--- config.mk ---
export PLATFORM = sky130hd
export DESIGN_NAME = fsm_txn_sched_flat
export DESIGN_NICKNAME = d
export VERILOG_FILES = /design/src/rtl/fsm_txn_sched_if.sv /design/src/rtl/fsm_txn_sched.sv /design/src/flat_wrapper.sv
export SDC_FILE = /design/constraint.sdc
export NUM_CORES = 1
export LEC_CHECK = 0
export CORE_ASPECT_RATIO = 2
export CORE_MARGIN = 1
export CORE_UTILIZATION = 37
export DETAILED_ROUTE_END_ITERATION = 16
export GPL_TIMING_DRIVEN = 0
export PLACE_DENSITY_LB_ADDON = 0.3
export SYNTH_ARGS = -nofsm -noshare
export SYNTH_HDL_FRONTEND = slang
export SYNTH_SLANG_ARGS = --single-unit
--- constraint.sdc ---
create_clock -name clk -period 2.4 [get_ports clk]
set_input_delay 0.48 -clock clk [delete_from_list [all_inputs] [get_ports clk]]
set_output_delay 0.48 -clock clk [all_outputs]
set_load 0.01 [all_outputs]
--- src/rtl/fsm_txn_sched_if.sv ---
// fsm_txn_sched_if: requester and shared-FSM handshake bundle for the round-robin scheduler
interface fsm_txn_sched_if #(parameter int NREQ = 4);
  localparam int IW = $clog2(NREQ);
  logic [NREQ-1:0] req;
  logic [NREQ-1:0] kind;
  logic [NREQ-1:0] gnt;
  logic [IW-1:0] gnt_id;
  logic done;
  logic err;
  logic busy;
  logic fsm_sig1;
  logic fsm_sig2;
  logic fsm_a;
  logic fsm_b;
  logic [15:0] txn_cnt;
  logic [7:0] err_cnt;
  modport master (
    output req, kind, fsm_a, fsm_b,
    input gnt, gnt_id, done, err, busy, fsm_sig1, fsm_sig2, txn_cnt, err_cnt
  );
  modport slave (
    input req, kind, fsm_a, fsm_b,
    output gnt, gnt_id, done, err, busy, fsm_sig1, fsm_sig2, txn_cnt, err_cnt
  );
endinterface

--- src/rtl/fsm_txn_sched.sv ---
// fsm_txn_sched: round-robin scheduler sequencing a shared 3-state handshake FSM per grant
module fsm_txn_sched #(
  parameter int NREQ = 4,
  parameter int GAP = 1
) (
  input logic clk,
  input logic rst,
  fsm_txn_sched_if.slave bus
);
  localparam int IW = $clog2(NREQ);
  localparam int GW = $clog2(GAP + 1);
  typedef enum logic [2:0] {IDLE, FIRE, CHECK, TAIL, REC1, REC2} state_t;
  state_t state;
  logic [IW-1:0] id, ptr, pick, nxt, j;
  logic [GW-1:0] gap;
  logic knd, found, fail;
  always_comb begin
    pick = ptr;
    found = 1'b0;
    j = '0;
    for (int i = NREQ - 1; i >= 0; i--) begin
      j = IW'((int'(ptr) + i) % NREQ);
      if (bus.req[j]) begin
        pick = j;
        found = 1'b1;
      end
    end
  end
  assign nxt = (id == IW'(NREQ - 1)) ? '0 : id + 1'b1;
  assign fail = (state == FIRE && !bus.fsm_a) || (state == CHECK && !bus.fsm_b) ||
                (state == TAIL && bus.fsm_b);
  // the cycle leaving TAIL/REC2 already has zero FSM inputs, so it counts as the first idle cycle
  always_ff @(posedge clk) begin
    if (rst) begin
      state <= IDLE;
      id <= '0;
      knd <= 1'b0;
      ptr <= '0;
      gap <= GW'(GAP);
      bus.gnt <= '0;
      bus.gnt_id <= '0;
      bus.done <= 1'b0;
      bus.err <= 1'b0;
      bus.busy <= 1'b0;
      bus.fsm_sig1 <= 1'b0;
      bus.fsm_sig2 <= 1'b0;
      bus.txn_cnt <= '0;
      bus.err_cnt <= '0;
    end else begin
      bus.done <= 1'b0;
      bus.err <= 1'b0;
      if (fail) begin
        state <= REC1;
        bus.err <= 1'b1;
        bus.err_cnt <= (bus.err_cnt == 8'hFF) ? bus.err_cnt : bus.err_cnt + 8'd1;
        ptr <= nxt;
        bus.fsm_sig1 <= 1'b0;
        bus.fsm_sig2 <= 1'b0;
      end else begin
        case (state)
          IDLE: begin
            if (gap != '0) gap <= gap - 1'b1;
            else if (found) begin
              state <= FIRE;
              id <= pick;
              knd <= bus.kind[pick];
              bus.gnt <= NREQ'(1) << pick;
              bus.gnt_id <= pick;
              bus.fsm_sig1 <= 1'b1;
              bus.busy <= 1'b1;
            end
          end
          FIRE: begin
            state <= CHECK;
            bus.fsm_sig1 <= 1'b0;
            bus.fsm_sig2 <= knd;
          end
          CHECK: begin
            state <= TAIL;
            bus.fsm_sig2 <= 1'b0;
          end
          TAIL: begin
            state <= IDLE;
            bus.done <= 1'b1;
            bus.txn_cnt <= (bus.txn_cnt == 16'hFFFF) ? bus.txn_cnt : bus.txn_cnt + 16'd1;
            ptr <= nxt;
            gap <= GW'(GAP - 1);
            bus.gnt <= '0;
            bus.busy <= 1'b0;
          end
          REC1: begin
            state <= REC2;
            bus.gnt <= '0;
          end
          default: begin
            state <= IDLE;
            gap <= GW'(GAP - 1);
            bus.busy <= 1'b0;
          end
        endcase
      end
    end
  end
endmodule
--- src/flat_wrapper.sv ---
// flat-port wrapper written by rule: the top's interface ports become plain ports
module fsm_txn_sched_flat 
#(
  parameter int NREQ = 4,
  parameter int GAP = 1
)
  (clk, rst, bus_req, bus_kind, bus_fsm_a, bus_fsm_b, bus_gnt, bus_gnt_id, bus_done, bus_err, bus_busy, bus_fsm_sig1, bus_fsm_sig2, bus_txn_cnt, bus_err_cnt);
  fsm_txn_sched_if #(.NREQ(NREQ)) bus_i ();
  input logic clk;
  input logic rst;
  input wire logic [$bits(bus_i.req)-1:0] bus_req;
  input wire logic [$bits(bus_i.kind)-1:0] bus_kind;
  input wire logic [$bits(bus_i.fsm_a)-1:0] bus_fsm_a;
  input wire logic [$bits(bus_i.fsm_b)-1:0] bus_fsm_b;
  output wire logic [$bits(bus_i.gnt)-1:0] bus_gnt;
  output wire logic [$bits(bus_i.gnt_id)-1:0] bus_gnt_id;
  output wire logic [$bits(bus_i.done)-1:0] bus_done;
  output wire logic [$bits(bus_i.err)-1:0] bus_err;
  output wire logic [$bits(bus_i.busy)-1:0] bus_busy;
  output wire logic [$bits(bus_i.fsm_sig1)-1:0] bus_fsm_sig1;
  output wire logic [$bits(bus_i.fsm_sig2)-1:0] bus_fsm_sig2;
  output wire logic [$bits(bus_i.txn_cnt)-1:0] bus_txn_cnt;
  output wire logic [$bits(bus_i.err_cnt)-1:0] bus_err_cnt;
  assign bus_i.req = bus_req;
  assign bus_i.kind = bus_kind;
  assign bus_i.fsm_a = bus_fsm_a;
  assign bus_i.fsm_b = bus_fsm_b;
  assign bus_gnt = bus_i.gnt;
  assign bus_gnt_id = bus_i.gnt_id;
  assign bus_done = bus_i.done;
  assign bus_err = bus_i.err;
  assign bus_busy = bus_i.busy;
  assign bus_fsm_sig1 = bus_i.fsm_sig1;
  assign bus_fsm_sig2 = bus_i.fsm_sig2;
  assign bus_txn_cnt = bus_i.txn_cnt;
  assign bus_err_cnt = bus_i.err_cnt;
  fsm_txn_sched #(.NREQ(NREQ), .GAP(GAP)) u_core (.clk(clk), .rst(rst), .bus(bus_i));
endmodule
==> run summary, run 1 <==
================================================================================
Post-synth design cell area .......................................     2073 um2
Cell taking the most area after synthesis ......................... sky130_fd_sc_hd__dfxtp_1
Via count of the first global-routing pass ........................         1887
Wire length of the first global-routing pass ......................      8259 um
RSZ-0062 raised after global routing ..............................           no
Post-route total power ............................................     2.156 mW
Number of antenna violations at the first check in global routing .            0
Synthesized Nets ..................................................          261
Global routing usage on met2 ......................................       34.34%
Routed len/inst ...................................................     13.88 um
Internal power ....................................................     1.399 mW
Die width .........................................................     54.93 um
CORE AREA .........................................................     5420 um2
Highest-delay cell along the critical path ........................ sky130_fd_sc_hd__nor4_1
Top-count cell post-synth ......................................... sky130_fd_sc_hd__nor2_1
EDFF count, synth .................................................            0
Final non-filler cell total .......................................          360
Switching part of the total .......................................       35.12%
Element type at the critical path end .............................         flop
Overflow after GRT ................................................            0
Category of the most critical setup path ..........................    in -> reg
Total clock sinks .................................................           42
Final WL ..........................................................      4995 um
Initial DRC Count .................................................           28
Slew @ Worst Pin ..................................................    0.6976 ns
Count of cells along the worst register-to-register path ..........            6
Peak supply drop ..................................................    0.6698 mV
Cell area after placement .........................................     2609 um2
Depth of the worst hold-timing path ...............................            2
Startpoint of the worst hold path ................................. u_core.bus.gnt_id[1]
Routed vias/inst ..................................................        5.406
Switching component of the power ..................................    0.7572 mW
Reg-to-Reg Start .................................................. u_core.bus.txn_cnt[0]
Type of the tightest min-delay check ..............................   reg -> reg
Synth-to-Final Area Change ........................................       30.24%
Die Outline Area ..................................................     5925 um2
Number of input and output port buffers inserted ..................           46
CP Max Fanout .....................................................            5
Initial standard-cell utilization of the core .....................       38.25%
Worst relative slew slack .........................................       53.06%
Synthesized area divided by synthesized cell count ................    8.428 um2
Run status ........................................................    completed
Clk buf depth .....................................................            2
Number of max-cap violations ......................................            0
Crit share post-route .............................................       91.01%
Start point of the critical path ..................................   bus_req[0]
Final number of setup-violating endpoints .........................            0
Max-slew violation count ..........................................            0
Diode insertion count for antenna repair ..........................            0
M3 GR Usage .......................................................       3.390%
CTS-repair resized insts ..........................................            0
Met1 capacity usage during global routing .........................       19.48%
Maximum number of pins on one net before global-route repair ......           13
Tmin final ........................................................     2.184 ns
Setup Buffers After CTS ...........................................            0
Ranking of synthesized cells by area .............................. sky130_fd_sc_hd__dfxtp_1 41%, sky130_fd_sc_hd__xnor2_1 8.4%, sky130_fd_sc_hd__nor2_1 8.1%
Leading post-synthesis cells by instance count .................... 45 x sky130_fd_sc_hd__nor2_1, 42 x sky130_fd_sc_hd__dfxtp_1, 20 x sky130_fd_sc_hd__xnor2_1
Final Skew ........................................................  0.004640 ns
HPWL Detailed .....................................................      3739 um
Fmax ..............................................................    457.8 MHz
Post-synth top flop ............................................... sky130_fd_sc_hd__dfxtp_1
Count of antenna-violating nets left after detailed routing .......            0
Hold Violations, Final ............................................            0
Power per cell area ............................................... 798.4 nW/um2
Standard-cell rows ................................................           38
Combinational fraction of design power ............................        37.0%
Busiest layer in global routing ...................................         met2
Clock tree root driver cell ....................................... sky130_fd_sc_hd__clkbuf_8
Net total in the final layout .....................................          314
Number of library cell types mapped by synthesis ..................           46
Slowest cell delay on critical path ...............................      0.66 ns
Finished layout cell area .........................................     2700 um2
Type of element launching the critical path ....................... primary input
Leak Pwr ..........................................................    0.9047 nW
Warnings, synthesis ...............................................            0
Data arrival time at the worst-slack endpoint .....................      2.41 ns
Maximum level of the CTS H-tree ...................................            2
Number of standard cells after synthesis ..........................          246
Count of TritonRoute iterations in the first routing pass .........            4
Cell chain of the critical path ................................... clkdlybuf4s50_1 > nor4_1 > o21bai_1 > a21oi_1 > a32oi_1 > nor2_1
Number of synthesized register bits ...............................           42
Final hold slack ..................................................    0.4833 ns
Post-route DRC ....................................................            0
Height of the die .................................................     107.9 um
GRT Total Usage ...................................................       18.69%
Sequential cell area fraction in the yosys report .................       40.56%
Sequential power share ............................................        41.7%
Routability-driven placement congestion ratio .....................       0.7958
Boundary Pins .....................................................           47
# placed instances ................................................          352
# hold bufs at CTS ................................................            0
Share of flip-flops with an asynchronous set or reset .............           0%
Share of post-route cells with drive strength above 1 .............       5.667%
Top-area cell type share of the netlist area ......................       40.56%
Fraction of power consumed by the clock network ...................        21.3%
Worst-path clk slew ...............................................      0.08 ns
Total clock buffers created by CTS ................................            5
Total via count after detailed routing ............................         1946
CTS tree ..........................................................         done
Endpoint required time on the critical path .......................      2.62 ns
Worst-skew pair later-pin latency .................................      0.28 ns
================================================================================
==> critical path: cells and delay by family <==
kind	cells	cell delay, ns
compound gates	3	0.65
buf+inv	1	0.51
simple gates	2	0.77
==> power by group through the flow <==
stage          logic, mW  clock network [mW]  registers (mW)
6_report           0.797               0.460           0.899
5_1_grt            0.894               0.506           0.918
4_1_cts            0.802               0.480           0.900
3_5_place_dp       0.796                   0           0.917
3_3_place_gp       0.786                   0           0.915
2_1_floorplan      0.532                   0           0.916
==> metrics by stage <==
| stage | worst slack, ns | utilization, % | setup TNS [ns] |
|---|---|---|---|
| detailed placement | -0.04363 | 48.13 | -0.1034 |
| floorplan | 0.6876 | - | 0 |
| global placement | -0.006231 | 48.13 | -0.01068 |
| CTS | 0.2548 | 49.82 | 0 |
| finish | 0.2157 | 49.82 | 0 |
| global route | 0.08199 | 49.82 | 0 |
==> cell families after synthesis <==
kind of cell / after synthesis / synth area share [%]
buf+inv: 16 / 2.957
compound gates: 40 / 13.28
xor+xnor: 21 / 8.872
simple gates: 119 / 30.05
fa+ha+maj: 3 / 1.811
mux: 5 / 2.474
flops: 42 / 40.56
==> cell type report <==
type                            count  area, um2
Multi-Input combinational cell    188       1171
Clock inverter                      1      5.005
Inverter                            7      26.28
Sequential cell                    42      840.8
Buffer                              9      35.03
Tap cell                           60      75.07
Clock buffer                        7      86.33
Timing Repair Buffer               46      460.4
Fill cell                         556       2720
==> path summary, 6_finish.rpt <==
path                      endpoint  slack (ns)
min reg2reg   u_core.bus.gnt_id[1]        0.48
max reg2reg  u_core.bus.txn_cnt[1]        0.44
min           u_core.bus.gnt_id[1]        0.48
max              u_core.bus.gnt[0]        0.22
==> registers in the layout (all words and copies together), names as in the netlist <==
name,count
u_core.bus.gnt,4
u_core.bus.busy,1
u_core.bus.err,1
u_core.bus.txn_cnt,16
u_core.ptr,2
u_core.bus.fsm_sig1,1
u_core.gap,1
u_core.knd,1
u_core.bus.err_cnt,8
u_core.bus.fsm_sig2,1
u_core.bus.done,1
u_core.state,3
u_core.bus.gnt_id,2
==> metal layers <==
| metal | wire length [um] | share of wire, % |
|---|---|---|
| met2 | 2769 | 55 |
| met5 | 0 | 0 |
| met3 | 202 | 4.0 |
| met1 | 1952 | 39 |
| met4 | 71 | 1.4 |
==> cell usage in the layout (no fill, tap or decap), types with 2 or more instances in the layout <==
| cell | synthesis | final |
|---|---|---|
| sky130_fd_sc_hd__a211oi_1 | 5 | 5 |
| sky130_fd_sc_hd__a21oi_1 | 13 | 13 |
| sky130_fd_sc_hd__a32oi_1 | 4 | 4 |
| sky130_fd_sc_hd__and3_1 | 4 | 4 |
| sky130_fd_sc_hd__and4_1 | 2 | 2 |
| sky130_fd_sc_hd__buf_1 | 2 | 2 |
| sky130_fd_sc_hd__clkbuf_1 | 6 | 7 |
| sky130_fd_sc_hd__clkbuf_8 | 0 | 6 |
| sky130_fd_sc_hd__clkdlybuf4s50_1 | 0 | 46 |
| sky130_fd_sc_hd__dfxtp_1 | 42 | 42 |
| sky130_fd_sc_hd__ha_1 | 3 | 3 |
| sky130_fd_sc_hd__inv_1 | 7 | 7 |
| sky130_fd_sc_hd__mux2i_1 | 4 | 4 |
| sky130_fd_sc_hd__nand2_1 | 14 | 14 |
| sky130_fd_sc_hd__nand2b_1 | 4 | 4 |
| sky130_fd_sc_hd__nand3_1 | 11 | 11 |
| sky130_fd_sc_hd__nand4_1 | 4 | 4 |
| sky130_fd_sc_hd__nor2_1 | 45 | 45 |
| sky130_fd_sc_hd__nor2b_1 | 5 | 5 |
| sky130_fd_sc_hd__nor3_1 | 8 | 8 |
| sky130_fd_sc_hd__nor4_1 | 9 | 9 |
| sky130_fd_sc_hd__nor4b_1 | 2 | 2 |
| sky130_fd_sc_hd__o21ai_0 | 6 | 6 |
| sky130_fd_sc_hd__o21bai_1 | 2 | 2 |
| sky130_fd_sc_hd__or3_4 | 2 | 2 |
| sky130_fd_sc_hd__xnor2_1 | 20 | 20 |
No activity file was read; power rests on OpenSTA's default activity.
==> run 2, diff against run 1 <==
Settings changed: CORE_MARGIN 1 to not set.
==> results of run 2 <==
No change in the layout: final DEF, timing and power equal those of run 1.
